[src/rtl/hack_alu_ctrl_if.sv]
// Instruction, ALU and data-memory signals between the Hack controller and its
// environment. The slave modport is the controller's side.
interface hack_alu_ctrl_if #(
  parameter int DATA_W = 16,
  parameter int PC_W   = 15
);
  logic              instr_valid;
  logic              instr_ready;
  logic [DATA_W-1:0] instr;
  logic              zx, nx, zy, ny, f, no;
  logic [DATA_W-1:0] alu_x;
  logic [DATA_W-1:0] alu_y;
  logic [DATA_W-1:0] alu_out;
  logic              zr, ng;
  logic [PC_W-1:0]   mem_addr;
  logic [DATA_W-1:0] mem_in;
  logic [DATA_W-1:0] mem_out;
  logic              mem_we;
  logic [PC_W-1:0]   pc;
  logic [DATA_W-1:0] a_out;
  logic [DATA_W-1:0] d_out;

  modport slave (
    input  instr_valid, instr, alu_out, zr, ng, mem_in,
    output instr_ready, zx, nx, zy, ny, f, no, alu_x, alu_y,
           mem_addr, mem_out, mem_we, pc, a_out, d_out
  );

  modport master (
    output instr_valid, instr, alu_out, zr, ng, mem_in,
    input  instr_ready, zx, nx, zy, ny, f, no, alu_x, alu_y,
           mem_addr, mem_out, mem_we, pc, a_out, d_out
  );
endinterface

[src/rtl/hack_alu_ctrl.sv]
// Hack CPU control path: FETCH/EXEC/WB sequencer that drives an external ALU,
// owns A, D and PC, and performs destination writeback and jump resolution.
module hack_alu_ctrl #(
  parameter int              DATA_W   = 16,
  parameter int              PC_W     = 15,
  parameter logic [PC_W-1:0] RESET_PC = '0
) (
  input  logic            clk,
  input  logic            rst_n,
  hack_alu_ctrl_if.slave  bus
);

  typedef enum logic [1:0] {FETCH, EXEC, WB} state_t;

  state_t            state, state_nxt;
  logic [DATA_W-1:0] ir, a_q, d_q, result;
  logic [PC_W-1:0]   pc_q;
  logic              zr_q, ng_q;

  logic              accept;
  logic              exec_a;
  logic              exec_c;
  logic              in_wb;
  logic              jump;
  logic [PC_W-1:0]   pc_inc;

  // Next-state and per-state strobes
  always_comb begin
    state_nxt = state;
    accept    = 1'b0;
    exec_a    = 1'b0;
    exec_c    = 1'b0;
    in_wb     = 1'b0;
    unique case (state)
      FETCH: begin
        accept = bus.instr_valid;
        if (bus.instr_valid) state_nxt = EXEC;
      end
      EXEC: begin
        exec_a    = ~ir[15];
        exec_c    = ir[15];
        state_nxt = ir[15] ? WB : FETCH;
      end
      WB: begin
        in_wb     = 1'b1;
        state_nxt = FETCH;
      end
      default: state_nxt = FETCH;
    endcase
  end

  always_ff @(posedge clk or negedge rst_n) begin
    if (!rst_n) state <= FETCH;
    else        state <= state_nxt;
  end

  assign pc_inc = pc_q + PC_W'(1);

  // jump and mem_addr see A as it was before this cycle's writeback
  assign jump = (ir[2] & ng_q) | (ir[1] & zr_q) | (ir[0] & ~zr_q & ~ng_q);

  always_ff @(posedge clk or negedge rst_n) begin
    if (!rst_n) begin
      ir     <= '0;
      a_q    <= '0;
      d_q    <= '0;
      result <= '0;
      zr_q   <= 1'b0;
      ng_q   <= 1'b0;
      pc_q   <= RESET_PC;
    end else begin
      if (accept) ir <= bus.instr;
      if (exec_a) begin
        a_q  <= {1'b0, ir[14:0]};
        pc_q <= pc_inc;
      end
      if (exec_c) begin
        result <= bus.alu_out;
        zr_q   <= bus.zr;
        ng_q   <= bus.ng;
      end
      if (in_wb) begin
        if (ir[4]) d_q <= result;
        if (ir[5]) a_q <= result;
        pc_q <= jump ? a_q[PC_W-1:0] : pc_inc;
      end
    end
  end

  assign bus.instr_ready = (state == FETCH);

  assign bus.zx    = exec_c & ir[11];
  assign bus.nx    = exec_c & ir[10];
  assign bus.zy    = exec_c & ir[9];
  assign bus.ny    = exec_c & ir[8];
  assign bus.f     = exec_c & ir[7];
  assign bus.no    = exec_c & ir[6];
  assign bus.alu_x = exec_c ? d_q : '0;
  assign bus.alu_y = exec_c ? (ir[12] ? bus.mem_in : a_q) : '0;

  // Decoded from state so it drops as soon as reset forces FETCH
  assign bus.mem_we   = in_wb & ir[3];
  assign bus.mem_addr = a_q[PC_W-1:0];
  assign bus.mem_out  = result;

  assign bus.pc    = pc_q;
  assign bus.a_out = a_q;
  assign bus.d_out = d_q;

endmodule

[src/flat_wrapper.sv]
// flat-port wrapper written by rule: the top's interface ports become plain ports
module hack_alu_ctrl_flat 
#(
  parameter int              DATA_W   = 16,
  parameter int              PC_W     = 15,
  parameter logic [PC_W-1:0] RESET_PC = '0
)
  (clk, rst_n, bus_instr_valid, bus_instr, bus_alu_out, bus_zr, bus_ng, bus_mem_in, bus_instr_ready, bus_zx, bus_nx, bus_zy, bus_ny, bus_f, bus_no, bus_alu_x, bus_alu_y, bus_mem_addr, bus_mem_out, bus_mem_we, bus_pc, bus_a_out, bus_d_out);
  hack_alu_ctrl_if #(.DATA_W(DATA_W), .PC_W(PC_W)) bus_i ();
  input  logic clk;
  input  logic rst_n;
  input wire logic [$bits(bus_i.instr_valid)-1:0] bus_instr_valid;
  input wire logic [$bits(bus_i.instr)-1:0] bus_instr;
  input wire logic [$bits(bus_i.alu_out)-1:0] bus_alu_out;
  input wire logic [$bits(bus_i.zr)-1:0] bus_zr;
  input wire logic [$bits(bus_i.ng)-1:0] bus_ng;
  input wire logic [$bits(bus_i.mem_in)-1:0] bus_mem_in;
  output wire logic [$bits(bus_i.instr_ready)-1:0] bus_instr_ready;
  output wire logic [$bits(bus_i.zx)-1:0] bus_zx;
  output wire logic [$bits(bus_i.nx)-1:0] bus_nx;
  output wire logic [$bits(bus_i.zy)-1:0] bus_zy;
  output wire logic [$bits(bus_i.ny)-1:0] bus_ny;
  output wire logic [$bits(bus_i.f)-1:0] bus_f;
  output wire logic [$bits(bus_i.no)-1:0] bus_no;
  output wire logic [$bits(bus_i.alu_x)-1:0] bus_alu_x;
  output wire logic [$bits(bus_i.alu_y)-1:0] bus_alu_y;
  output wire logic [$bits(bus_i.mem_addr)-1:0] bus_mem_addr;
  output wire logic [$bits(bus_i.mem_out)-1:0] bus_mem_out;
  output wire logic [$bits(bus_i.mem_we)-1:0] bus_mem_we;
  output wire logic [$bits(bus_i.pc)-1:0] bus_pc;
  output wire logic [$bits(bus_i.a_out)-1:0] bus_a_out;
  output wire logic [$bits(bus_i.d_out)-1:0] bus_d_out;
  assign bus_i.instr_valid = bus_instr_valid;
  assign bus_i.instr = bus_instr;
  assign bus_i.alu_out = bus_alu_out;
  assign bus_i.zr = bus_zr;
  assign bus_i.ng = bus_ng;
  assign bus_i.mem_in = bus_mem_in;
  assign bus_instr_ready = bus_i.instr_ready;
  assign bus_zx = bus_i.zx;
  assign bus_nx = bus_i.nx;
  assign bus_zy = bus_i.zy;
  assign bus_ny = bus_i.ny;
  assign bus_f = bus_i.f;
  assign bus_no = bus_i.no;
  assign bus_alu_x = bus_i.alu_x;
  assign bus_alu_y = bus_i.alu_y;
  assign bus_mem_addr = bus_i.mem_addr;
  assign bus_mem_out = bus_i.mem_out;
  assign bus_mem_we = bus_i.mem_we;
  assign bus_pc = bus_i.pc;
  assign bus_a_out = bus_i.a_out;
  assign bus_d_out = bus_i.d_out;
  hack_alu_ctrl #(.DATA_W(DATA_W), .PC_W(PC_W), .RESET_PC(RESET_PC)) u_core (.clk(clk), .rst_n(rst_n), .bus(bus_i));
endmodule
[config.mk]
export PLATFORM = sky130hd
export DESIGN_NAME = hack_alu_ctrl_flat
export DESIGN_NICKNAME = d
export VERILOG_FILES = /design/src/rtl/hack_alu_ctrl_if.sv /design/src/rtl/hack_alu_ctrl.sv /design/src/flat_wrapper.sv
export SDC_FILE = /design/constraint.sdc
export NUM_CORES = 1
export LEC_CHECK = 0
export CAP_MARGIN = 20
export CORE_MARGIN = 3
export CORE_UTILIZATION = 44
export CTS_CLUSTER_SIZE = 20
export DETAILED_ROUTE_END_ITERATION = 12
export PLACE_DENSITY_LB_ADDON = 0.25
export SLEW_MARGIN = 15
export SYNTH_ARGS = -nofsm -noshare
export SYNTH_HDL_FRONTEND = slang
export SYNTH_SLANG_ARGS = --single-unit
[constraint.sdc]
create_clock -name clk -period 1.85 [get_ports clk]
set_input_delay 0.185 -clock clk [delete_from_list [all_inputs] [get_ports clk]]
set_output_delay 0.185 -clock clk [all_outputs]
set_load 0.05 [all_outputs]
==> results list <==
- Power density over the cells: 1810 mW/mm^2
- The number of antenna violations at the first check in global routing is 0.
- Instance area at placement: between 0.006 and 0.007 mm^2
* Fin Clk Skew: around 0.011 ns
* Post-synthesis cell type count: 49
* Final setup TNS: 0 ns
* Clock latency on the worst-skew pair: approximately 0.35 ns
* Total of flip-flops plus latches after synthesis: a little over 80
- Launching point of the worst reg2reg path: u_core.bus.pc[0]$_DFFE_PN0P_
- The core region is 0.00928 mm^2.
- Average routed wire per standard cell: 18.5 um
* Period utilization: 99.4%
- The synthesized netlist devotes less than 1% of its cell area to adder and majority cells.
* Outcome: finished, final reports clean
- CTS H-tree lvls: 3
- For the worst setup path, the data required time is 1.66 ns.
- Area growth from synthesis to layout: 62.0%
* TritonCTS buffer count: 9
- A synthesized cell averages 10.2 um^2.
- Setup repair after global routing could not meet its margin everywhere.
* Critical path endpoint category: output port
- Ranked by total cell area, the synthesized netlist is headed by dfrtp_1 49%, mux2_2 8.8%, mux2i_1 7.4%.
- Overall power after layout: 12,400 uW
* Fraction of synthesis flops using an asynchronous set or reset pin: 100%
* DRC violation total after the first TritonRoute iteration: 228
* GRT overflow: 0
- Top-area cell type share of the netlist area: 49.4%
- Max Fclk: 0.544 GHz
- Counting every net in the synthesized netlist gives 466.
- Clock tree root buffer cell: clkbuf_8
* Gate Count Post-Synth: between 400 and 500
- Via density per instance: about 5.3
- The synthesized netlist devotes between 10% and 20% of its cell area to simple gates.
- Summed over all cells, the static leakage comes to 0.00314 uW.
- Entering global routing, the biggest net connects 42 pins.
- Most frequent cell after synthesis: dfrtp_1
- Synthesized-area fraction occupied by ao, oa, aoi and oai cells: approximately a tenth
- Final weighted congestion in routability-driven placement: 0.876
- Die area: 0.0108 mm^2
- Post-layout instance area: 0.00682 mm^2
- CTS tree: yes
* Worst-margin pin slew: 0.549 ns
* CTS clock-pin slew for the worst setup and hold paths: around 0.09 ns
* Worst supply voltage drop on vdd: between 0.001 and 0.0015 V
- The tool flagged a number of max-cap violations equal to 0.
* Row count: 35
* Final period demand of the worst path: between 1.5 and 2 ns
* Vias in the first global route: just over 4,000
* Die W: 104 um
- dfrtp_1 takes more of the synthesized area than any other cell.
- The mapped netlist covers 0.00421 mm^2.
- Endpoints failing hold: 0
- Leading register cell type out of synthesis: dfrtp_1
* Antenna violation net count after detailed routing: 0
* Remaining routing DRC violations: 0
- Once the floorplan was initialized, standard cells occupied 45.3% of the core.
- The critical path is of the register to output port type.
* Capture point of the worst reg-to-reg path: u_core.bus.pc[14]$_DFFE_PN0P_
- STA classifies the critical path startpoint as a register.
- The count of pins over their slew limit was 0.
- For this run, the post-layout net count is 630.
- Total length of routed wires: 13.1 mm
- STA puts the critical path data arrival time at 1.65 ns.
- The tightest min-delay check is of the input pin to asynchronous set/reset pin type.
- Part of the Yosys area used for sequential elements: 49.4%
* Xor and xnor area share after synthesis: 0.833%
* Router iterations before antenna repair: 5
- Cell types with the highest counts after synthesis: 83 x dfrtp_1, 77 x nand2_1, 33 x mux2_2, 31 x mux2i_1, 28 x and2_1
- Global routing consumed, over all layers together, 24.5% of the routing resources.
- Number of antenna cells inserted: 0
- Share of cell area taken by muxes after synthesis: 16.2%
- Combinational family with the most area after synthesis: simple AND/OR/NAND/NOR gates
- Measured in cells, the most critical reg-to-reg path has a length of 5.
- In this run, synthesis inferred 0 flip-flops with an integrated enable.
- IO Port Bufs: between 150 and 200
- Along the worst path, the maximum fanout reaches 10.
* Detailed-placement wirelength estimate: 9.37 mm
- Die Height: between 100 and 150 um
* Yosys synthesis warning count: 0
- Sink Count: 83
- In this run the count of I/O pins placed on the die edge is 171.
* DR vias: 3,760
* Worst R2R Setup Slack: 0.11 ns
* Layout cells sized above 1: slightly below 30%
- Setup violations remaining at the end of the flow were counted as 0.
* CTS Buffer Depth: 2
- Wire length of the first global-routing pass: 21.4 mm
* Remaining max-slew budget at the tightest pin: a little under two thirds
-- area by class of cell --
| type | instances | area [um^2] |
|---|---|---|
| flip-flops and latches | 83 | 2080 |
| inverters | 2 | 7.51 |
| well taps | 129 | 161 |
| repair buffers | 194 | 2390 |
| clock inverters | 6 | 47.5 |
| fillers | 679 | 2470 |
| multi-input cells | 286 | 1990 |
| clock buffers | 10 | 138 |
-- routing by layer --
layer	up-vias	global-route usage (%)	wire length (um)
met4	0	6.55	150
li1	1748	-	-
met1	1828	31.2	5230
met2	170	41.6	6580
met5	-	0	0
met3	14	6.29	1140
-- kinds of logic after synthesis --
logic type | after synthesis
AO/OA/AOI/OAI | 60
adder cells (fa/ha/maj) | 1
XOR/XNOR | 4
multiplexers | 64
buffers and inverters | 43
AND/OR/NAND/NOR | 157
flip-flops | 83
-- critical path: stages (launching register included) --
cell	delay (ns)
dfrtp_2	0.40
nand3b_1	0.21
inv_2	0.10
buf_4	0.14
clkbuf_16	0.16
and2_4	0.16
buf_12	0.13
-- sequential cells by signal, indices dropped and copies added (netlist names) --
register	cells
u_core.ir	16
u_core.bus.pc	15
u_core.state	2
u_core.bus.d_out	16
u_core.zr_q	1
u_core.bus.a_out	16
u_core.bus.mem_out	16
u_core.ng_q	1
-- through the flow --
step	instances	util, %	setup WS, ns	hold WS [ns]
after global routing	710	73.4	-0.0444	0.358
after detailed placement	689	69.4	0.0896	0.206
after global placement	689	69.4	0.159	0.206
after CTS	709	72.5	-0.00433	0.339
after floorplan	412	-	-0.0600	-0.111
final	710	73.4	0.0105	0.355
-- what timing repair did --
item,in CTS,in global routing
hold buffers,1,0
endpoints found under the setup margin,50,53
cloned,1,1
gates resized for setup,36,26
buffers inserted,2,0
hold endpoints to repair,39,0
pin swaps,1,0
-- report_power, final --
| group | switching [uW] | leakage (uW) | total [uW] | internal (uW) |
|---|---|---|---|---|
| Sequential | 974 | 0.00101 | 3580 | 2600 |
| Clock | 692 | 0.0000933 | 1230 | 536 |
| Combinational | 4820 | 0.00203 | 7560 | 2740 |
-- worst max path at each step --
stage | startpoint | slack, ns | cells past startpoint | end
2_1_floorplan | u_core.state[1]$_DFFE_PN0P_ | -0.06 | 3 | bus_alu_y[5]
3_3_place_gp | u_core.state[0]$_DFFE_PN0P_ | 0.16 | 4 | u_core.bus.pc[14]$_DFFE_PN0P_
3_5_place_dp | u_core.state[0]$_DFFE_PN0P_ | 0.09 | 4 | u_core.bus.pc[14]$_DFFE_PN0P_
4_1_cts | u_core.state[1]$_DFFE_PN0P_ | -0.004 | 5 | bus_alu_x[9]
5_1_grt | u_core.state[1]$_DFFE_PN0P_ | -0.04 | 5 | bus_alu_x[9]
6_report | u_core.state[1]$_DFFE_PN0P_ | 0.01 | 6 | bus_alu_x[14]
-- placed cells by master (no fill, tap or decap), types with 4 or more instances in the layout --
cell | synthesis | layout
clkdlybuf4s50_1 | 0 | 92
dfrtp_1 | 83 | 78
nand2_1 | 77 | 77
buf_12 | 0 | 43
mux2_2 | 33 | 33
mux2i_1 | 31 | 31
buf_4 | 17 | 24
and2_4 | 0 | 22
o21ai_0 | 20 | 20
dlymetal6s2s_1 | 0 | 20
nor2_2 | 0 | 13
a21oi_1 | 11 | 11
dlygate4sd2_1 | 0 | 11
clkbuf_8 | 0 | 10
nor2_1 | 22 | 8
and3_1 | 7 | 7
and2_1 | 28 | 6
nand4_1 | 6 | 6
a211oi_1 | 5 | 5
o22a_1 | 5 | 5
dfrtp_2 | 0 | 5
xor2_1 | 4 | 4
Power figures use the tool's default switching activity.
